File: config.mk
export PLATFORM = sky130hd
export DESIGN_NAME = bist_controller
export DESIGN_NICKNAME = d
export VERILOG_FILES = /design/src/rtl/bist_pkg.sv /design/src/rtl/misr3.sv /design/src/rtl/bist_controller.sv
export SDC_FILE = /design/constraint.sdc
export NUM_CORES = 1
export LEC_CHECK = 0
export CAP_MARGIN = 20
export CORE_ASPECT_RATIO = 0.8
export CORE_MARGIN = 2
export CORE_UTILIZATION = 50
export CTS_BUF_LIST = sky130_fd_sc_hd__clkbuf_8
export DETAILED_ROUTE_END_ITERATION = 12
export GPL_TIMING_DRIVEN = 0
export PLACE_DENSITY = 0.74
export SLEW_MARGIN = 10
export SYNTH_ARGS = -nofsm -noshare
export SYNTH_HDL_FRONTEND = slang
export SYNTH_HIERARCHICAL = 1
export SYNTH_SLANG_ARGS = --single-unit
File: constraint.sdc
create_clock -name clk -period 5.66 [get_ports clk]
set_clock_uncertainty 0.05 [all_clocks]
set_input_delay 0.566 -clock clk [delete_from_list [all_inputs] [get_ports clk]]
set_output_delay 0.566 -clock clk [all_outputs]
set_load 0.005 [all_outputs]
File: src/rtl/bist_pkg.sv
// Shared types and constants for the 3-bit LFSR/MISR built-in self-test controller.
package bist_pkg;

    localparam int W = 3;

    // Feedback taps select bits 3 and 1 into the new bit 1.
    localparam logic [W:1] LFSR_TAPS     = 3'b101;
    localparam logic [W:1] SEED_FALLBACK = 3'b001;

    typedef enum logic [2:0] {
        ST_IDLE  = 3'd0,
        ST_SEED  = 3'd1,
        ST_RUN   = 3'd2,
        ST_DRAIN = 3'd3,
        ST_DONE  = 3'd4
    } state_e;

    function automatic logic [W:1] lfsr_next(input logic [W:1] p);
        return {p[2], p[1], ^(p & LFSR_TAPS)};
    endfunction

endpackage

File: src/rtl/misr3.sv
// Three-bit multiple-input signature register compacting the circuit responses.
module misr3
    import bist_pkg::*;
(
    input  logic       clk,
    input  logic       clr,
    input  logic       en,
    input  logic [W:1] d,
    input  logic       clear,
    output logic [W:1] q
);

    logic [W:1] sig_q;
    logic [W:1] sig_d;

    assign sig_d = lfsr_next(sig_q) ^ d;

    always_ff @(posedge clk or posedge clr) begin
        if (clr) begin
            sig_q <= '0;
        end else if (clear) begin
            sig_q <= '0;
        end else if (en) begin
            sig_q <= sig_d;
        end
    end

    assign q = sig_q;

endmodule

File: src/rtl/bist_controller.sv
// BIST sequencer: seeds the LFSR, streams N_PATTERNS patterns, compacts responses, reports pass.
// States: IDLE wait | SEED load | RUN stream | DRAIN last response | DONE report.
module bist_controller
    import bist_pkg::*;
#(
    parameter int unsigned N_PATTERNS = 7,
    parameter logic [W:1]  SEED       = 3'b001,
    parameter logic [W:1]  GOLDEN_SIG = 3'b100
) (
    input  logic       clk,
    input  logic       clr,
    input  logic       start,
    input  logic       abort,
    output logic [W:1] pat_out,
    output logic       pat_valid,
    input  logic [W:1] dut_resp,
    output logic       busy,
    output logic       done,
    output logic       pass,
    output logic [W:1] signature
);

    localparam logic [W:1] SEED_INIT = (SEED == '0) ? SEED_FALLBACK : SEED;
    localparam logic [7:0] LAST_CNT  = 8'(N_PATTERNS - 1);

    state_e     state_q;
    logic [W:1] lfsr_q;
    logic [W:1] lfsr_d;
    logic [7:0] count_q;
    logic       pat_valid_q;
    logic       resp_valid_q;
    logic       busy_q;
    logic       done_q;
    logic       pass_q;
    logic [W:1] sig_q;
    logic [W:1] misr_q;
    logic       in_session;

    assign lfsr_d     = lfsr_next(lfsr_q);
    assign in_session = (state_q == ST_SEED) || (state_q == ST_RUN) || (state_q == ST_DRAIN);

    always_ff @(posedge clk or posedge clr) begin
        if (clr) begin
            state_q      <= ST_IDLE;
            lfsr_q       <= SEED_FALLBACK;
            count_q      <= '0;
            pat_valid_q  <= 1'b0;
            resp_valid_q <= 1'b0;
            busy_q       <= 1'b0;
            done_q       <= 1'b0;
            pass_q       <= 1'b0;
            sig_q        <= '0;
        end else begin
            resp_valid_q <= pat_valid_q;
            done_q       <= 1'b0;
            if (abort && in_session) begin
                state_q     <= ST_IDLE;
                pat_valid_q <= 1'b0;
                busy_q      <= 1'b0;
                pass_q      <= 1'b0;
            end else begin
                unique case (state_q)
                    ST_IDLE: begin
                        if (start && !abort) begin
                            state_q <= ST_SEED;
                            busy_q  <= 1'b1;
                        end
                    end
                    ST_SEED: begin
                        lfsr_q      <= SEED_INIT;
                        count_q     <= '0;
                        pass_q      <= 1'b0;
                        pat_valid_q <= 1'b1;
                        state_q     <= ST_RUN;
                    end
                    // The LFSR doubles as the pattern register, so it freezes on the last pattern.
                    ST_RUN: begin
                        if (count_q == LAST_CNT) begin
                            pat_valid_q <= 1'b0;
                            state_q     <= ST_DRAIN;
                        end else begin
                            lfsr_q  <= lfsr_d;
                            count_q <= count_q + 8'd1;
                        end
                    end
                    ST_DRAIN: begin
                        busy_q  <= 1'b0;
                        done_q  <= 1'b1;
                        state_q <= ST_DONE;
                    end
                    ST_DONE: begin
                        sig_q   <= misr_q;
                        pass_q  <= (misr_q == GOLDEN_SIG);
                        state_q <= ST_IDLE;
                    end
                    default: state_q <= ST_IDLE;
                endcase
            end
        end
    end

    misr3 u_misr (
        .clk   (clk),
        .clr   (clr),
        .en    (resp_valid_q),
        .d     (dut_resp),
        .clear (state_q == ST_SEED),
        .q     (misr_q)
    );

    assign pat_out   = lfsr_q;
    assign pat_valid = pat_valid_q;
    assign busy      = busy_q;
    assign done      = done_q;
    assign pass      = pass_q;
    assign signature = sig_q;

endmodule

Word-level counts from Yosys, hierarchy flattened

Index checks and enable logic that the tools add are counted.
Widths: inputs -> output; s select.

Register bits after elaboration: 25
Latch bits: 0
Bits in writable memories: 0
ROM bits: 0
Input bits: 7
Output and inout port bits: 10
Word-level logic and storage cells: 60
Memories: 0

Add/sub/neg operators: 1
$mul: 0
Div/mod/pow operators: 0
Magnitude comparators: 0
Equal/unequal tests: 9
Shift operators: 0
Multiplexer cells: 20
Bitwise logic cells: 2
Reduce and logical (&&, ||, !) cells: 18

Operators by type and width:

| kind                | count |
|---|---|
| $mux 3              | 6 |
| $pmux 8 s2          | 1 |
| $pmux 3 s4          | 1 |
| $reduce_bool 3->1   | 3 |
| $add 8x1->8 const B | 1 |
| $eq 8x3->1 const B  | 1 |
| $mux 8              | 1 |
| $reduce_and 2->1    | 4 |
| $mux 1              | 7 |
| $eq 3x2->1 const B  | 2 |
| $eq 3x3->1 const B  | 2 |
| $pmux 1 s2          | 3 |
| $pmux 3 s2          | 1 |
| $reduce_xor 3->1    | 2 |
| $reduce_bool 2->1   | 2 |
| $eq 3x1->1 const B  | 1 |
| $logic_not 3->1     | 1 |
| $ne 3x1->1 const B  | 1 |
| $ne 3x3->1 const B  | 1 |
| $reduce_and 3->1    | 1 |
| $xor 3x3->3         | 1 |
| $logic_and 1x1->1   | 2 |
| $logic_or 1x1->1    | 2 |
| $ne 2x2->1 const B  | 1 |
| other kinds (2)     | 2 |

Longest topological paths before layout

Depth after elaboration: 6
Depth in mapped cells: 6

Cells and area by module

The synthesis kept the hierarchy.

By module, submodules not included:

| module          | times used | cells each | area each (um2) | seq. area each (um2) |
|---|---|---|---|---|
| bist_controller | 1          | 113        | 1,139.8         | 551.8 |
| misr3           | 1          | 15         | 151.4           | 75.1 |

Worst setup path before layout

OpenSTA, ideal clock, no wires.

Kind: register to register
From: reg count_q[0]
To: reg count_q[7]
Data arrival time: 1,756 ps
Required time: 5,486 ps
Slack: 3,730 ps
Stages on the path, launching flop included: 7
Path buffers: 0
Path through: dfrtp_1 inv_1 ha_1 or4b_4 o211a_4 and3_1 a211o_1

Cells in the longest elaborated chain, start to end: 3
Elaborated cells between the ends (all ways): 6

RTL lines:

| item                                           | line                                         | text |
|---|---|---|
| start, declared                                | bist_controller.sv:29                        | `logic [7:0] count_q;` |
| start signal, assigned                         | bist_controller.sv:83                        | `count_q <= count_q + 8'd1;` |
| $add 8x1->8 or $eq 8x3->1 (tied branches)      | bist_controller.sv:83, bist_controller.sv:78 |  |
| $mux 8 or $ne 2x2->1 (tied branches)           | -                                            |  |
| $pmux 8 s2 or $reduce_and 3->1 (tied branches) | -                                            |  |

Parallel ways exist; a longest one is shown, timed or not. The select of a mux whose other input is x is not followed.
A chain may end at the register's enable or synchronous reset.

Worst setup path in the final report

Ends and elaborated chain as after synthesis.

==> results.txt <==
----------------------------------------------------
[Logic synthesis]
  Gate Count Post-Synth ... 128
  Register bit count reported by yosys ... 25
  Synth warn ... 6
  Mapped Area ... 1290 um2
  Average footprint of a synthesized cell ... a little over 10 um2
  Number of nets produced by synthesis ... approximately 140
  Distinct cell type count after synthesis ... between 40 and 50
  Share of the yosys chip area belonging to registers ... about half

[Detailed routing]
  Detail Route Antenna Nets ... 0
  DR vias ... 1016
  Remaining design rule violation count ... 0
  Total Wirelength ... approximately 2600 um
  TritonRoute pass-1 iters ... 4
  Iteration-0 DRC Markers ... 22
  DR vias/cell ... 5.55
  DR WL/cell ... 14.1 um

[Run]
  Number of max-cap violations ... 0

[Placed design]
  Cell Count Post-Placement ... between 150 and 200
  Sum of net half-perimeters after detailed placement ... 1950 um
  Count of input and output buffers ... 15
  Setup WS pre-CTS ... about 3.6 ns
  Final GP Congestion ... 0.852

[STA]
  Relative max-transition margin ... roughly 45%
  Count of pins over their slew limit ... 0
  Final setup slack of the worst path ... 3.62 ns
  Final critical path time including I/O delays and setup ... between 2 and 2.5 ns
  Worst Max-Slew Pin Slew ... about 0.83 ns
  Hold Fails Final Rpt ... 0
  Setup tns final ... 0 ns
  Number of failing setup endpoints in the final timing report ... 0
  Max frequency ... 0.491 GHz
  Ratio of final minimum period to clock period ... 36.0%
  Unrepaired setup endpoints after global routing ... no

[Worst setup path]
  Start-to-end type of the worst setup path ... reg -> reg
  Worst Setup Start Kind ... flop
  Destination of the worst register-to-register timing path ... count_q[7]$_DFFE_PP0P_
  Startpoint of the most critical register-to-register path ... count_q[0]$_DFFE_PP0P_
  Type of element capturing the critical path ... flop
  Signal arrival time at the worst endpoint ... 2.14 ns
  Number of cells traversed by the worst register-to-register path ... 6
  Crit-path max FO ... 6
  Critical Path Sink ... count_q[7]$_DFFE_PP0P_
  Critical Path RT ... around 5.8 ns
  First element of the critical path ... count_q[0]$_DFFE_PP0P_
  Reg-to-reg setup timing slack ... between 3 and 4 ns

[Outcome]
  Outcome ... finished clean

[Clocking]
  # H-tree levels ... 1
  Number of buffers added by the clock tree synthesis step ... 3
  Count of instances resized after the clock tree is built ... 0
  Maximum buffer depth of the clock tree ... 2
  Clock tree from TritonCTS ... done
  Buffer type at the clock tree root ... clkbuf_8
  Clock insertion delay at the later pin of the skew report ... 0.26 ns
  Cts-stage hold buffer count ... 0
  Reg clk slew, reported paths ... ~0.080 ns
  TritonCTS sink count ... 25
  Number of setup buffers added after CTS ... 0

[Floorplanning]
  Number of placement rows ... 16
  Count of pins on the block boundary ... 17
  Vertical die dimension ... between 40 and 50 um
  Die span in x ... 60.8 um
  Initial Util ... a little over half
  Overall die area ... around 3000 um2
  Placeable Area ... 2440 um2

[GRT]
  Aggregate global-route resource usage ... between 20% and 30%
  Maximum number of pins on one net before global-route repair ... 23
  Overall overflow remaining after global route ... 0
  Vias in the first global route ... between 1000 and 1500
  Number of antenna violations at the first check in global routing ... 0
  Global-route wire length before repair ... approximately 4700 um

[Final layout]
  Sequential cell area ... approximately 630 um2
  Final Net Count ... 157
  Most frequent cells in the layout ... dfrtp_1, clkdlybuf4s50_1, nor2_1, nand2_1
  Filler cells ... 226
  Filler-free cell count of the finished design ... 183
  Share of post-route cells with drive strength above 1 ... 10.9%
  Area Overhead vs Synth ... 18.6%
  Post-route core utilization ... between 60% and 70%
  Most frequent standard cell in the layout excluding fill and tap cells ... dfrtp_1
  Antenna Cells ... 0
  Area used by multi-input combinational logic ... 629 um2

[Power and ir drop]
  Total chip power ... about 0.00054 W
  Power per cell area ... 355 nW/um2
  Leakage ... 0.670 nW
  Maximum VDD drop ... 216 uV

[Min path]
  Worst hold-check path type ... reg -> reg

----------------------------------------------------
## report_power, final
group | internal, W | total (W) | switching (W)
logic | 0.0000954 | 0.000168 | 0.0000723
clock network | 0.0000484 | 0.0000997 | 0.0000513
registers | 0.000226 | 0.000276 | 0.0000498
total | 0.000370 | 0.000543 | 0.000173
## worst min path at each step
stage / end / slack (ns) / cells after the start / startpoint
floorplan: u_misr/q[1]$_DFFE_PP0P_ / 0.27 / 1 / clr
global route: resp_valid_q$_DFF_PP0_ / 0.40 / 0 / pat_valid$_DFFE_PP0P_
finish: resp_valid_q$_DFF_PP0_ / 0.39 / 0 / pat_valid$_DFFE_PP0P_
global placement: resp_valid_q$_DFF_PP0_ / 0.37 / 0 / pat_valid$_DFFE_PP0P_
detailed placement: resp_valid_q$_DFF_PP0_ / 0.37 / 0 / pat_valid$_DFFE_PP0P_
CTS: resp_valid_q$_DFF_PP0_ / 0.39 / 0 / pat_valid$_DFFE_PP0P_
## logic make-up after synthesis
kind of cell	after synthesis	synth area share, %
mux	3	2.62
simple gates	53	23.4
fa+ha+maj	2	1.94
xor+xnor	6	4.07
buf+inv	9	2.71
compound gates	30	16.8
flops	25	48.5
## critical path, cell delays in order (launching register included)
cell and delay (ns):
dfrtp_1 0.43, inv_1 0.08, ha_1 0.13, or4b_4 0.52, o211a_4 0.30, and3_1 0.16, a211o_1 0.26
## cell usage after synthesis, drive strengths merged
master	n	area, um2
nand3	5	25.0
a31oi	1	6.26
nor3b	2	26.3
nor2b	2	12.5
mux2	3	33.8
o31ai	1	7.51
a31o	1	8.76
ha	2	25.0
or4bb	1	11.3
or3b	2	17.5
and3	5	32.5
xnor2	4	35.0
o211ai	1	7.51
inv	5	18.8
or4b	1	13.8
o32ai	1	8.76
nand2b	4	25.0
a211o	1	8.76
o211a	1	17.5
a21oi	6	30.0
buf	1	5.00
and2	2	12.5
nand4	1	6.26
a21o	1	7.51
dfstp	1	26.3
a22oi	1	7.51
nor3	7	35.0
a22o	3	30.0
o21bai	1	7.51
dfrtp	24	601
clkbuf	3	11.3
o2bb2ai	1	8.76
nand2	10	37.5
nor2	10	37.5
a221o	1	10.0
xor2	2	17.5
o21ai	7	35.0
a211oi	2	15.0
nor4b	1	8.76
## per-layer routing
metal	track usage [%]	share of wire, %
met5	0	0
met4	5.80	0.97
met3	5.25	4.8
met2	30.6	45
met1	29.2	50
## stage by stage
| step | hold slack (ns) | instance area, um2 |
|---|---|---|
| 3_5_place_dp | 0.371 | 1490 |
| 2_1_floorplan | 0.270 | 1290 |
| 5_1_grt | 0.405 | 1530 |
| 4_1_cts | 0.390 | 1530 |
| 6_report | 0.385 | 1530 |
| 3_3_place_gp | 0.374 | 1490 |
## state kept, by name, summed over array words and instances (netlist names)
| name | flops |
|---|---|
| state_q | 3 |
| busy | 1 |
| pat_valid | 1 |
| pass | 1 |
| u_misr/q | 3 |
| signature | 3 |
| pat_out | 3 |
| count_q | 8 |
| done | 1 |
| resp_valid_q | 1 |
## cell type report
type	instances	area share, %
timing repair buffer	15	9.80
tap	36	2.94
inverter	5	1.23
multi-input combinational	94	41.1
clock inverter	1	0.245
sequential	25	40.9
clock buffer	3	2.70
buffer	4	1.06
(Power assumes the default switching activity.)
